<file path="src/rtl/pulse_to_level_pkg.sv">
// Shared types for the pulse-to-level converter.
// State encodings and the minimum legal gap length.
package pulse_to_level_pkg;

  typedef enum logic [1:0] {
    IDLE   = 2'b00,
    ACTIVE = 2'b01,
    GAP    = 2'b10
  } state_e;

  localparam int MIN_GAP_CYCLES = 1;

  function automatic int gap_eff(input int g);
    return (g < MIN_GAP_CYCLES) ? MIN_GAP_CYCLES : g;
  endfunction

endpackage

</file>
<file path="src/rtl/pulse_pend_cnt.sv">
// Saturating up/down counter of queued request pulses.
// An increment at full scale is dropped and strobes ovf_stb.
module pulse_pend_cnt #(
  parameter int W = 4
) (
  input  logic         CLK,
  input  logic         RST,
  input  logic         inc,
  input  logic         dec,
  output logic [W-1:0] cnt,
  output logic         ovf_stb
);

  localparam logic [W-1:0] MAX = {W{1'b1}};

  logic inc_ok;
  logic dec_ok;

  // A full counter drops the new pulse even when a dequeue lands too.
  assign ovf_stb = inc && (cnt == MAX);
  assign inc_ok  = inc && !ovf_stb;
  assign dec_ok  = dec && (cnt != '0);

  always_ff @(posedge CLK or negedge RST) begin
    if (!RST) begin
      cnt <= '0;
    end else if (inc_ok && !dec_ok) begin
      cnt <= cnt + W'(1);
    end else if (dec_ok && !inc_ok) begin
      cnt <= cnt - W'(1);
    end
  end

endmodule

</file>
<file path="src/rtl/pulse_to_level.sv">
// Stretches request pulses into level windows with forced low gaps.
// Pulses during a window are queued and replayed back-to-back.
module pulse_to_level
  import pulse_to_level_pkg::*;
#(
  parameter int LEN_W      = 8,
  parameter int PEND_W     = 4,
  parameter int GAP_CYCLES = 1
) (
  input  logic              CLK,
  input  logic              RST,
  input  logic              PULSE_SIG,
  input  logic [LEN_W-1:0]  LVL_LEN,
  input  logic              CLR_OVF,
  output logic              LVL_SIG,
  output logic              BUSY,
  output logic [PEND_W-1:0] PEND_CNT,
  output logic              OVF
);

  localparam int GAP_N = gap_eff(GAP_CYCLES);
  localparam int GAP_W = $clog2(GAP_N) + 1;
  localparam int CNT_W = (LEN_W > GAP_W) ? LEN_W : GAP_W;

  state_e             state_q;
  state_e             state_n;
  logic [CNT_W-1:0]   cnt_q;
  logic [CNT_W-1:0]   cnt_n;
  logic [CNT_W-1:0]   len_m1;
  logic               last_gap;
  logic               pend_nz;
  logic               inc;
  logic               dec;
  logic               ovf_stb;
  logic               lvl_d;
  logic               busy_d;
  logic               ovf_d;

  assign len_m1 = (LVL_LEN == '0) ? '0
                : CNT_W'(LVL_LEN - LEN_W'(1));

  assign last_gap = (state_q == GAP) && (cnt_q == '0);
  assign pend_nz  = (PEND_CNT != '0);

  // A pulse on an empty final gap cycle starts the next level directly.
  assign inc = PULSE_SIG && (state_q != IDLE)
            && !(last_gap && !pend_nz);
  assign dec = last_gap && pend_nz;

  always_ff @(posedge CLK or negedge RST) begin
    if (!RST) begin
      state_q <= IDLE;
      cnt_q   <= '0;
    end else begin
      state_q <= state_n;
      cnt_q   <= cnt_n;
    end
  end

  always_comb begin
    state_n = state_q;
    cnt_n   = cnt_q;
    unique case (state_q)
      IDLE: begin
        if (PULSE_SIG) begin
          state_n = ACTIVE;
          cnt_n   = len_m1;
        end
      end
      ACTIVE: begin
        if (cnt_q == '0) begin
          state_n = GAP;
          cnt_n   = CNT_W'(GAP_N - 1);
        end else begin
          cnt_n = cnt_q - CNT_W'(1);
        end
      end
      GAP: begin
        if (cnt_q != '0) begin
          cnt_n = cnt_q - CNT_W'(1);
        end else if (pend_nz || PULSE_SIG) begin
          state_n = ACTIVE;
          cnt_n   = len_m1;
        end else begin
          state_n = IDLE;
        end
      end
      default: begin
        state_n = IDLE;
        cnt_n   = '0;
      end
    endcase
  end

  always_comb begin
    lvl_d  = (state_n == ACTIVE);
    busy_d = (state_n != IDLE);
    ovf_d  = ovf_stb || (OVF && !CLR_OVF);
  end

  always_ff @(posedge CLK or negedge RST) begin
    if (!RST) begin
      LVL_SIG <= 1'b0;
      BUSY    <= 1'b0;
      OVF     <= 1'b0;
    end else begin
      LVL_SIG <= lvl_d;
      BUSY    <= busy_d;
      OVF     <= ovf_d;
    end
  end

  pulse_pend_cnt #(
    .W(PEND_W)
  ) u_pend (
    .CLK     (CLK),
    .RST     (RST),
    .inc     (inc),
    .dec     (dec),
    .cnt     (PEND_CNT),
    .ovf_stb (ovf_stb)
  );

endmodule

</file>
<file path="config.mk">
export PLATFORM = sky130hd
export DESIGN_NAME = pulse_to_level
export DESIGN_NICKNAME = d
export VERILOG_FILES = /design/src/rtl/pulse_to_level_pkg.sv /design/src/rtl/pulse_pend_cnt.sv /design/src/rtl/pulse_to_level.sv
export SDC_FILE = /design/constraint.sdc
export NUM_CORES = 1
export LEC_CHECK = 0
export CAP_MARGIN = 10
export CORE_MARGIN = 5
export CORE_UTILIZATION = 57
export CTS_CLUSTER_SIZE = 40
export DETAILED_ROUTE_END_ITERATION = 8
export GPL_TIMING_DRIVEN = 1
export PLACE_DENSITY = 0.84
export SKIP_CTS_REPAIR_TIMING = 1
export SLEW_MARGIN = 5
export SYNTH_ARGS = -nofsm -noshare
export SYNTH_HDL_FRONTEND = slang
export SYNTH_SLANG_ARGS = --single-unit
</file>
<file path="constraint.sdc">
create_clock -name CLK -period 9.87 [get_ports CLK]
set_clock_uncertainty 0.1 [all_clocks]
set_input_delay 1.974 -clock CLK [delete_from_list [all_inputs] [get_ports CLK]]
set_output_delay 1.974 -clock CLK [all_outputs]
set_load 0.02 [all_outputs]
</file>
==> results of run 1 <==
logic make-up after synthesis:
| family | Yosys count | synth area share, % |
|---|---|---|
| AOI/OAI and AO/OA | 42 | 22.78 |
| DFF | 17 | 33.97 |
| muxes | 3 | 2.498 |
| adders and majority gates | 7 | 7.592 |
| buffers and inverters | 16 | 4.894 |
| and+or+nand+nor | 52 | 21.98 |
| xor gates and xnor gates | 9 | 6.293 |
worst max-delay path: stages:
cell and delay [ps]:
clkdlybuf4s50_1 460, inv_1 80, ha_1 210, or3b_2 500
nor3_1 200, mux2i_1 310, a2111oi_0 150, a211o_1 300
report_power, final:
group,internal (W),switching (W)
logic,0.000115,0.000120
registers,0.000102,0.0000459
clock network,0.0000151,0.0000244
total,0.000232,0.000190
synth_stat cells:
| master | count | share of area (%) |
|---|---|---|
| dfrtp_1 | 17 | 34 |
| inv_1 | 11 | 3.3 |
| nand2_1 | 11 | 3.3 |
| nor2_1 | 11 | 3.3 |
| a21oi_1 | 9 | 3.6 |
| o21ai_0 | 8 | 3.2 |
| nor3_1 | 7 | 2.8 |
| ha_1 | 6 | 6.0 |
| or3_1 | 6 | 3.0 |
| or4_1 | 5 | 3.0 |
| xor2_1 | 5 | 3.5 |
| clkbuf_1 | 4 | 1.2 |
| xnor2_1 | 4 | 2.8 |
| a211o_1 | 3 | 2.1 |
| o22ai_1 | 3 | 1.5 |
| a221oi_1 | 2 | 1.4 |
| a22oi_1 | 2 | 1.2 |
| mux2i_1 | 2 | 1.6 |
| nand3_1 | 2 | 0.80 |
| nor2b_1 | 2 | 1.0 |
| o21ai_1 | 2 | 0.80 |
| o31a_1 | 2 | 1.4 |
| or3b_2 | 2 | 1.4 |
| a2111oi_0 | 1 | 0.70 |
| a211oi_1 | 1 | 0.60 |
| a21boi_0 | 1 | 0.60 |
| a21o_1 | 1 | 0.60 |
| a21oi_2 | 1 | 0.70 |
| a221o_1 | 1 | 0.80 |
| a32oi_1 | 1 | 0.70 |
| buf_2 | 1 | 0.40 |
| fa_1 | 1 | 1.6 |
| mux2_2 | 1 | 0.90 |
| nand2b_1 | 1 | 0.50 |
| nand4_1 | 1 | 0.50 |
| nor3_2 | 1 | 0.80 |
| nor3b_1 | 1 | 0.60 |
| nor4_1 | 1 | 0.50 |
| o21ba_1 | 1 | 0.80 |
| o2bb2ai_1 | 1 | 0.70 |
| o311ai_0 | 1 | 0.70 |
| o41ai_1 | 1 | 0.70 |
| or2_0 | 1 | 0.50 |
how the worst min path moves through the flow:
stage | endpoint | slack [ps] | cells past startpoint
after global routing | u_pend.cnt[3]$_DFFE_PN0P_ | 470 | 1
after floorplan | cnt_q[5]$_DFFE_PN0P_ | 390 | 2
after detailed placement | u_pend.cnt[3]$_DFFE_PN0P_ | 410 | 1
final | u_pend.cnt[3]$_DFFE_PN0P_ | 430 | 1
after CTS | u_pend.cnt[3]$_DFFE_PN0P_ | 420 | 1
after global placement | u_pend.cnt[3]$_DFFE_PN0P_ | 400 | 1
layout make-up:
type / instances / area, µm²
timing repair buffer: 18 / 180.2
inverter: 11 / 41.29
clock buffer: 3 / 22.52
sequential: 17 / 425.4
clock inverter: 1 / 5.005
fill: 173 / 673.1
multi-input combinational: 113 / 765.7
tap: 28 / 35.03
per-stage QoR:
stage          hold slack (ps)  setup WS [ps]  util (%)  total power [W]
2_1_floorplan            390.0           6185         -        0.0003103
3_5_place_dp             405.7           5454     67.38        0.0003829
5_1_grt                  467.3           5570     68.67        0.0004607
4_1_cts                  421.2           5774     68.67        0.0004229
3_3_place_gp             401.0           5499     67.38        0.0003740
6_report                 431.4           5771     68.67        0.0004225
placed cells by master (no fill, tap or decap), drive strengths merged, types with 2 or more instances in the layout:
cell type and count:
a211o 3, a21oi 10, a221oi 2, a22oi 2, clkbuf 3, clkdlybuf4s50 18
dfrtp 17, ha 6, inv 11, mux2i 2, nand2 11, nand3 2
nor2 11, nor2b 2, nor3 8, o21ai 10, o22ai 3, o31a 2
or3 6, or3b 2, or4 5, xnor2 4, xor2 5
routing by layer:
layer | global-route usage [%] | routed length, µm | vias to the layer above
met2 | 30.20 | 1429 | 37
met1 | 24.68 | 1221 | 548
li1 | - | - | 571
met3 | 2.759 | 185 | 4
met4 | 6.623 | 25 | 0
met5 | 0 | 0 | -
state kept, by name, indices dropped and copies added (netlist names):
name and count:
cnt_q 8, u_pend.cnt 4, state_q 2, BUSY 1, LVL_SIG 1, OVF 1
==> impl_metrics.csv, run 1 <==
group,metric,value,unit
power_and_ir_drop,vdd_drop_max,0.0002193,V
timing,timing.fmax,244.0,MHz
outcome,outcome,"finished, final reports clean",
logic_synthesis,yosys_warnings,0,
timing,fin_crit_sh,41.53,%
route,drt_pre_antenna_iters,5,
cts,cts_tree,"built",
critical_path,timing_worst_setup_path_type,"in2reg",
logic_synthesis,ys_seq_area_share,33.97,%
cells_and_area,diodes,0,
critical_path,rr_endpoint,"u_pend.cnt[3]$_DFFE_PN0P_",
logic_synthesis,syn_avg_cell_area,8.578,µm²
critical_path,start_kind,"input port",
placement,post_dp_cell_area,1448,µm²
die,ios,19,
logic_synthesis,syn_nets,165,
die,fp-row-count,17,
cts,insertion_delay,300,ps
route,vias_per_cell,6.073,
placement,gp_congestion,0.8827,
route,vias,1160,
global_route,grt_use_total,18.49,%
power_and_ir_drop,leakagePower,0.5972,nW
power_and_ir_drop,power_density,286.4,nW/µm²
timing,fin_tns_setup,0,ps
die,dieArea,3235,µm²
die,floorplan.initialDensity,58.30,%
cts,numCtsBuffers,3,
hold_path,hp-start,"u_pend.cnt[3]$_DFFE_PN0P_",
logic_synthesis,synth_cells,146,
logic_synthesis,ys_types,43,
critical_path,critPathCaptureType,"flop",
critical_path,worst_ep_required_time,9960,ps
route,wl_per_cell,14.98,µm
job,cap_violations,0,
critical_path,r2r-start,"cnt_q[0]$_DFFE_PN0P_",
cells_and_area,post-route-cell-area,1475,µm²
die,die_h,56.88,µm
logic_synthesis,syn_area,1252,µm²
timing,worst_pin_slew,767.0,ps
critical_path,crit_path_start,"LVL_LEN[0]",
global_route,grt_pass1_wl,4.905,mm
critical_path,rrSetupSlack,6370,ps
cells_and_area,syn_to_final_growth,17.78,%
hold_path,hp-class,"reg2reg",
die,fp.dieW,56.88,µm
critical_path,arrival,4190,ps
critical_path,reg2regPathDepth,13,
timing,maxSlewViolCount,0,
route,wl,2.862,mm
timing,max_slew_margin,48.71,%
timing,min_period,4099,ps
global_route,grt_max_degree,20,
critical_path,critical_path.endpoint,"cnt_q[6]$_DFFE_PN0P_",
global_route,overflow,0,
die,core-area,2148,µm²
global_route,grt_pass1_vias,1128,
timing,setup_viol_count_final,0,
placement,place.port_buffers,18,
cts,cts_buffer_depth,2,
logic_synthesis,yosys_register_bits,17,
placement,place_hpwl,2.203,mm
timing,finalHoldViolations,0,
cts,cts_root_buf,"clkbuf_4",
cts,cts.sinks,17,
route,route.detailed.drc,0,
placement,placed_cells,187,
cts,cts_htree_levels,1,
cells_and_area,drive_above_1_share,5.521,%
cells_and_area,final_nets,183,
timing,rsz0062_at_grt,"no",
cts,clk_pin_slew_worst_paths,110,ps
route,drt-initial-drc-count,50,
cells_and_area,final_cell_count_no_fill,191,
critical_path,worstPathMaxFanout,4,
global_route,antenna_found_initial,0,
route,ant_nets,0,
No activity file was read; power rests on OpenSTA's default activity.
==> run 2: changes to the inputs <==
--- a/config.mk
+++ b/config.mk
@@ -7,11 +7,11 @@
 export LEC_CHECK = 0
 export CAP_MARGIN = 10
 export CORE_MARGIN = 5
-export CORE_UTILIZATION = 57
+export CORE_UTILIZATION = 53
 export CTS_CLUSTER_SIZE = 40
 export DETAILED_ROUTE_END_ITERATION = 8
 export GPL_TIMING_DRIVEN = 1
-export PLACE_DENSITY = 0.84
+export PLACE_DENSITY = 0.79
 export SKIP_CTS_REPAIR_TIMING = 1
 export SLEW_MARGIN = 5
 export SYNTH_ARGS = -nofsm -noshare
==> constraint.sdc (replaced) <==
create_clock -name CLK -period 3.8 [get_ports CLK]
set_clock_uncertainty 0.1 [all_clocks]
set_input_delay 0.76 -clock CLK [delete_from_list [all_inputs] [get_ports CLK]]
set_output_delay 0.76 -clock CLK [all_outputs]
set_load 0.02 [all_outputs]
==> impl_metrics.csv, run 2 (same netlist as run 1, synthesis figures left out) <==
group,metric,value,unit
outcome,outcome,"finished, final reports clean",
critical_path,arrival,3540,ps
route,ant_nets,0,
placement,place.port_buffers,18,
cells_and_area,final_nets,183,
critical_path,critPathSlowestCell,"or3b_2",
critical_path,critPathCaptureType,"flop",
critical_path,worstPathMaxFanout,9,
cts,insertion_delay,290,ps
route,wl,2.945,mm
cells_and_area,most-common-layout-cells,"clkdlybuf4s50_1 (18), dfrtp_1 (17), inv_1 (11), nand2_1 (11), nor2_1 (11)",
cts,cts_htree_levels,1,
route,route.detailed.drc,0,
timing,maxSlewViolCount,0,
job,cap_violations,0,
route,vias,1165,
timing,fin_crit_sh,91.14,%
hold_path,hp-class,"reg2reg",
route,drt_pre_antenna_iters,4,
placement,post_dp_cell_area,1448,µm²
power_and_ir_drop,vdd_drop_max,0.0004991,V
timing,min_period,3463,ps
timing,rsz0062_at_grt,"no",
die,ios,19,
global_route,grt_use_total,17.96,%
power_and_ir_drop,switchingPower,0.0004913,W
cts,cts_buffer_depth,2,
cts,cts_tree,"built",
placement,gp_congestion,0.8827,
cells_and_area,regMostFlops,"cnt_q",
critical_path,timing_worst_setup_path_type,"reg2reg",
cts,numCtsBuffers,3,
power_and_ir_drop,intPower,0.0006059,W
cts,cts.sinks,17,
power_and_ir_drop,pwr-share-clk,8.9,%
die,die_h,58.61,µm
die,fp-row-count,17,
cells_and_area,drive_above_1_share,4.908,%
cells_and_area,syn_to_final_growth,17.68,%
timing,fin_tns_setup,0,ps
power_and_ir_drop,leakagePower,0.5944,nW
critical_path,cpPeakStageDelay,480,ps
power_and_ir_drop,p_comb_share,56.4,%
cells_and_area,final_common_cell,"clkdlybuf4s50_1",
die,floorplan.initialDensity,56.08,%
route,vias_per_cell,6.099,
power_and_ir_drop,pwr-share-seq,34.6,%
cells_and_area,diodes,0,
critical_path,start_kind,"flop",
placement,place_hpwl,2.333,mm
global_route,grt_pass1_wl,4.885,mm
die,fp.dieW,58.61,µm
timing,finalHoldViolations,0,
cells_and_area,post-route-cell-area,1474,µm²
critical_path,critPathMostFrequentCell,"ha_1",
global_route,grt_max_degree,20,
die,core-area,2233,µm²
timing,worst_pin_slew,764.6,ps
global_route,grt_pass1_vias,1125,
cts,clk_pin_slew_worst_paths,100,ps
global_route,overflow,0,
timing,max_slew_margin,48.87,%
route,drt-initial-drc-count,35,
cells_and_area,largestRegisters,"cnt_q (8), u_pend.cnt (4), state_q (2)",
global_route,antenna_found_initial,0,
route,wl_per_cell,15.42,µm
critical_path,path_cells,"inv_1 -> ha_1 -> or3b_2 -> or2_0 -> or3_1 -> ha_1 -> inv_1 -> ha_1 -> a21o_1 -> a21oi_1 -> xnor2_1 -> nor2_1 -> xor2_1",
power_and_ir_drop,power_density,744.4,nW/µm²
timing,timing.fmax,288.7,MHz
power_and_ir_drop,swShare,44.78,%
cells_and_area,largest_reg_flops,8,
die,dieArea,3435,µm²
timing,holdWs,425.2,ps
cts,cts_root_buf,"clkbuf_4",
timing,setup_viol_count_final,0,
critical_path,worst_ep_required_time,3880,ps
run 2: stage by stage:
step	setup WS [ps]	power (W)	util (%)	cells
final	336.7	0.001097	65.99	191
after global routing	195.0	0.001187	65.99	191
after CTS	358.7	0.001093	65.99	191
after detailed placement	377.4	0.0009930	64.82	187
after global placement	484.2	0.0009700	64.82	187
after floorplan	623.4	0.0008059	-	146
run 2: power groups by stage:
| stage | registers, W | clock network (W) | logic (W) |
|---|---|---|---|
| after floorplan | 0.000378 | 0 | 0.000428 |
| after global placement | 0.000375 | 0 | 0.000595 |
| after detailed placement | 0.000380 | 0 | 0.000613 |
| after CTS | 0.000376 | 0.0000997 | 0.000617 |
| after global routing | 0.000398 | 0.000108 | 0.000681 |
| final | 0.000380 | 0.0000982 | 0.000619 |
run 2: path summary, 6_finish.rpt:
check | end | start | slack, ps | cells past startpoint
setup / recovery | u_pend.cnt[3]$_DFFE_PN0P_ | cnt_q[0]$_DFFE_PN0P_ | 340 | 13
hold / removal | u_pend.cnt[3]$_DFFE_PN0P_ | u_pend.cnt[3]$_DFFE_PN0P_ | 430 | 1
min in group asynchronous | cnt_q[7]$_DFFE_PN0P_ | RST | 810 | 1
setup reg to reg | u_pend.cnt[3]$_DFFE_PN0P_ | cnt_q[0]$_DFFE_PN0P_ | 340 | 13
max in group asynchronous | LVL_SIG$_DFF_PN0_ | RST | 2310 | 1
hold reg to reg | u_pend.cnt[3]$_DFFE_PN0P_ | u_pend.cnt[3]$_DFFE_PN0P_ | 430 | 1
run 2: critical path, delay by kind of cell, from the launching register on:
family,cells,cell delay (ps)
buf+inv,2,230
xor+xnor,2,280
compound gates,2,320
flops,1,460
simple gates,4,1330
fa+ha+maj,3,650
run 2: cell type report:
cell class / count / area [µm²]
timing repair buffer: 18 / 180.2
multi-input combinational: 113 / 765.7
clock buffer: 4 / 26.28
sequential: 17 / 425.4
fill: 194 / 759.5
inverter: 11 / 41.29
tap: 28 / 35.03
run 2: routing by layer:
layer | up-vias | global-route usage (%) | part of all wire, %
li1 | 570 | - | -
met1 | 541 | 22.46 | 42
met2 | 52 | 30.62 | 50
met3 | 2 | 3.947 | 7.2
met4 | 0 | 5.825 | 0.44
met5 | - | 0 | 0
==> edit 1 (flow settings as in run 2) <==
Add an input register stage for `PULSE_SIG`, `LVL_LEN` and `CLR_OVF`; this delays them by one clock.
--- a/src/rtl/pulse_to_level.sv
+++ b/src/rtl/pulse_to_level.sv
@@ -22,6 +22,16 @@
   localparam int GAP_W = $clog2(GAP_N) + 1;
   localparam int CNT_W = (LEN_W > GAP_W) ? LEN_W : GAP_W;
 
+  logic PULSE_SIG_q;
+  logic [LEN_W-1:0] LVL_LEN_q;
+  logic CLR_OVF_q;
+
+  always_ff @(posedge CLK) begin
+    PULSE_SIG_q <= PULSE_SIG;
+    LVL_LEN_q   <= LVL_LEN;
+    CLR_OVF_q   <= CLR_OVF;
+  end
+
   state_e             state_q;
   state_e             state_n;
   logic [CNT_W-1:0]   cnt_q;
@@ -36,14 +46,14 @@
   logic               busy_d;
   logic               ovf_d;
 
-  assign len_m1 = (LVL_LEN == '0) ? '0
-                : CNT_W'(LVL_LEN - LEN_W'(1));
+  assign len_m1 = (LVL_LEN_q == '0) ? '0
+                : CNT_W'(LVL_LEN_q - LEN_W'(1));
 
   assign last_gap = (state_q == GAP) && (cnt_q == '0);
   assign pend_nz  = (PEND_CNT != '0);
 
   // A pulse on an empty final gap cycle starts the next level directly.
-  assign inc = PULSE_SIG && (state_q != IDLE)
+  assign inc = PULSE_SIG_q && (state_q != IDLE)
             && !(last_gap && !pend_nz);
   assign dec = last_gap && pend_nz;
 
@@ -62,7 +72,7 @@
     cnt_n   = cnt_q;
     unique case (state_q)
       IDLE: begin
-        if (PULSE_SIG) begin
+        if (PULSE_SIG_q) begin
           state_n = ACTIVE;
           cnt_n   = len_m1;
         end
@@ -78,7 +88,7 @@
       GAP: begin
         if (cnt_q != '0) begin
           cnt_n = cnt_q - CNT_W'(1);
-        end else if (pend_nz || PULSE_SIG) begin
+        end else if (pend_nz || PULSE_SIG_q) begin
           state_n = ACTIVE;
           cnt_n   = len_m1;
         end else begin
@@ -95,7 +105,7 @@
   always_comb begin
     lvl_d  = (state_n == ACTIVE);
     busy_d = (state_n != IDLE);
-    ovf_d  = ovf_stb || (OVF && !CLR_OVF);
+    ovf_d  = ovf_stb || (OVF && !CLR_OVF_q);
   end
 
   always_ff @(posedge CLK or negedge RST) begin
Behaviour: not the same (a bounded check fails within 4 cycles, from zero or initial values and one cycle with RST low).
==> edit 1 against run 2 <==
  * Routed wire length is 20% higher
  * Power is 20% higher
  * Sequential cell count is 10 higher
  * Synthesized cell count is 14% higher
  * Design area is 20% higher
  * First-iteration DRC count is 110% higher
  * Via count is 16% higher
  * Area after synthesis is 23% higher
  * Worst setup slack better by 170 ps
  * Critical endpoint unchanged
  * Largest cell class unchanged
  * Highest routed layer unchanged
==> edit 1: results (changes against run 2) <==
yosys:
  synthesis.nets: 186  # +13%
  synth_area_leaders: "dfrtp_1, dfxtp_1, ha_1"
  synth.distinct_cells: 45  # +4.7%
  ys_async_sr_fraction_pct: 63.0  # -37 points
  synthTopCellsByCount: "dfrtp_1, nor3_1, nor2_1"
  ys_seq_area_share_pct: 40.7  # +6.8 points
  synth_xor_area_share_pct: 5.70  # -0.59 points
final_layout:
  multi_input_area_um2: 866  # +13%
  inverters: 8  # -3
  reg.largest.list: "LVL_LEN_q: 8 flops, cnt_q: 8 flops, u_pend.cnt: 4 flops"
  num-fill-cells: 225  # +16%
  clkCellAreaFrac_pct: 1.49  # -0.30 points
  seq-cell-share_pct: 35.4  # +6.5 points
route:
  routed-wl-met2_um: 1650  # +12%
  viasPerCell: 6.28  # +2.9%
  drt_iter0_drc: 72  # +110%
  wl_met1_um: 1570  # +27%
  wl_per_cell_um: 16.4  # +6.1%
global_routing:
  grt_max_degree: 19  # -5.0%
  globalRouteMet3Util_pct: 2.63  # -1.3 points
  met2_usage_pct: 29.6  # -0.97 points
  grt_pass1_vias: 1323  # +18%
power_and_ir_drop:
  seq_power_share_pct: 38.1  # +3.5 points
  comb-power_w: 0.000691  # +12%
  p_per_area_mw_per_mm2: 746  # +0.20%
run_status:
  status: "complete, no violations"
placed_design:
  placed_cell_area_mm2: 0.00174  # +20%
[edit 1: cell count changes after synthesis, sizes merged, moves of 3 or more]
cell / run 2 / this run
dfxtp: 0 / 10
xor2: 5 / 2
inv: 11 / 8
nand2: 11 / 7
xnor2: 4 / 8
nor2: 11 / 15
or3: 6 / 3
nor3: 8 / 16
a211o: 3 / 0
[edit 1: worst paths after layout]
check,from,endpoint,slack [ps],cells after the start
min in group asynchronous,RST,cnt_q[2],770,1
max in group asynchronous,RST,cnt_q[1],2350,1
setup / recovery,cnt_q[0],u_pend.cnt[3],500,14
setup reg to reg,cnt_q[0],u_pend.cnt[3],500,14
hold / removal,CLR_OVF_q,OVF,340,1
hold reg to reg,CLR_OVF_q,OVF,340,1
[edit 1: through the flow]
step | worst slack (ps) | instances | util, %
floorplan | 733 | 167 | -
global placement | 649 | 212 | 63.1
detailed placement | 532 | 212 | 63.1
CTS | 510 | 216 | 64.1
global route | 267 | 216 | 64.1
finish | 503 | 216 | 64.1
==> edit 2 (settings of run 2) <==
Without the edit above. Change the parameter `LEN_W` from 8 to 4.
--- a/src/rtl/pulse_to_level.sv
+++ b/src/rtl/pulse_to_level.sv
@@ -3,7 +3,7 @@
 module pulse_to_level
   import pulse_to_level_pkg::*;
 #(
-  parameter int LEN_W      = 8,
+  parameter int LEN_W      = 4,
   parameter int PEND_W     = 4,
   parameter int GAP_CYCLES = 1
 ) (
Ports: changed (resized LVL_LEN); port bits go from 19 to 15. No check against the original RTL was run, so the function may have changed too.
==> edit 2 against run 2 <==
  * Worst setup slack improved by 250 ps
  * Routed wire length down 27%
  * Design area is 17% lower
  * Power is 5.9% lower
  * Count of clock-buffer cells in the layout did not move
  * Cell count decreased by 20%
  * Sequential cell count shrank 4
  * Area after synthesis shrank 16%
==> edit 2: results (changes against run 2) <==
power_and_ir_drop:
  ir_drop_uv: 483  # -3.1%
  cellLeakagePower_nw: 0.483  # -19%
  clk-power_w: 0.0000878  # -11%
  p_int_w: 0.000559  # -7.7%
  comb-power_w: 0.000616
timing:
  min_period_ps: 3210  # -250 ps
  worst_pin_slew_ps: 614  # -151 ps
  tns_ps: 0  # unchanged
clock_tree:
  path_clk_slew_ps: 90
  cts-root-buf: "clkbuf_4"
  htree_num_levels: 1  # unchanged
  cts_buffers: 3  # unchanged
  clk_path_buf_depth: 2  # unchanged
  insertion_delay_ps: 270  # -20 ps
worst_setup_path:
  crit_start: "cnt_q[0]"
  crit_arrival_ps: 3260  # -280 ps
  crit_end: "u_pend.cnt[3]"
  r2r_cells: 10  # -3
  r2r_setup_slack_ps: 590  # +250 ps
  crit_fanout: 7  # -2
global_routing:
  grt_max_degree: 21  # +5.0%
  antenna_found_initial: 0  # unchanged
  grt_use_total_pct: 16.7  # -1.3 points
  grt_pass1_wl_um: 3630  # -26%
  grt_pass1_vias: 821  # -27%
placed_design:
  pre_cts_ws_ps: 612  # +234 ps
  gp_congestion: 0.813  # -7.9%
  dpl.hpwl_um: 1610  # -31%
  port_buffers: 14  # -4
final_layout:
  final_nets: 143  # -22%
  reg.largest.list: "cnt_q: 4 flops, u_pend.cnt: 4 flops, state_q: 2 flops"
  num-fill-cells: 167  # -14%
  num_antenna_cells: 0  # unchanged
  drive_above_1_share_pct: 10.3  # +5.4 points
route:
  wl_um: 2150  # -27%
  vias: 886  # -24%
  firstDrtPassIters: 4  # unchanged
  drt_iter0_drc: 19  # -46%
yosys:
  ys_seq_area_share_pct: 31.0  # -3.0 points
  ys_async_sr_fraction_pct: 100  # unchanged
  synthTopCellsByCount: "dfrtp_1, nor2_1, ha_1, inv_1"
  synthesis.nets: 128  # -22%
  synth.distinct_cells: 47  # +9.3%
  ys_warn_count: 0  # unchanged
  synth_area_leaders: "dfrtp_1, ha_1, nor2_1"
hold_path:
  hp-class: "flop to flop"
run_status:
  status: "complete, no violations"
-- edit 2: worst min path at each step --
stage	from	cells past startpoint	slack (ps)	endpoint
after floorplan	RST	0	360	BUSY
after global placement	OVF	2	440	OVF
after detailed placement	OVF	2	430	OVF
after CTS	OVF	2	440	OVF
after global routing	OVF	2	470	OVF
final	OVF	2	430	OVF
-- edit 2: logic make-up (layout without fill, tap and decap cells) --
| family | count (synthesis) | count (layout) | synth area share [%] |
|---|---|---|---|
| simple gates | 42 | 42 | 26.5 |
| compound gates | 30 | 30 | 20.5 |
| flops | 13 | 13 | 31.0 |
| buf+inv | 13 | 27 | 6.32 |
| fa+ha+maj | 8 | 8 | 10.2 |
| xor+xnor | 3 | 3 | 2.50 |
| mux | 3 | 3 | 2.98 |
-- edit 2: area by class of cell --
cell class,instances,area share (%)
clock buffer,4,2.15
inverter,8,2.46
multi-input combinational,86,53.9
sequential,13,26.6
tap,27,2.77
timing repair buffer,15,12.1
-- edit 2: routing by layer --
metal,part of all wire (%),up-vias,global-route usage [%]
met4,0.89,0,7.47
met3,3.1,2,1.91
met1,50,419,23.7
met5,0,-,0
met2,46,13,25.3
li1,-,452,-
-- edit 2: metrics by stage --
stage	cells	power [W]	util [%]	instance area [um2]
6_report	153	0.00103	63.5	1220
5_1_grt	153	0.00113	63.5	1220
4_1_cts	153	0.00103	63.5	1220
3_5_place_dp	149	0.000942	62.2	1190
3_3_place_gp	149	0.000919	62.2	1190
2_1_floorplan	112	0.000787	-	1050
-- edit 2: worst max-delay path: stages, from the launching register on --
cell	delay [ps]
dfrtp_1	460
inv_1	110
ha_1	210
or3b_4	430
or3_1	380
ha_1	230
inv_1	170
ha_1	260
a21o_1	180
a2111oi_0	410
o31ai_1	140
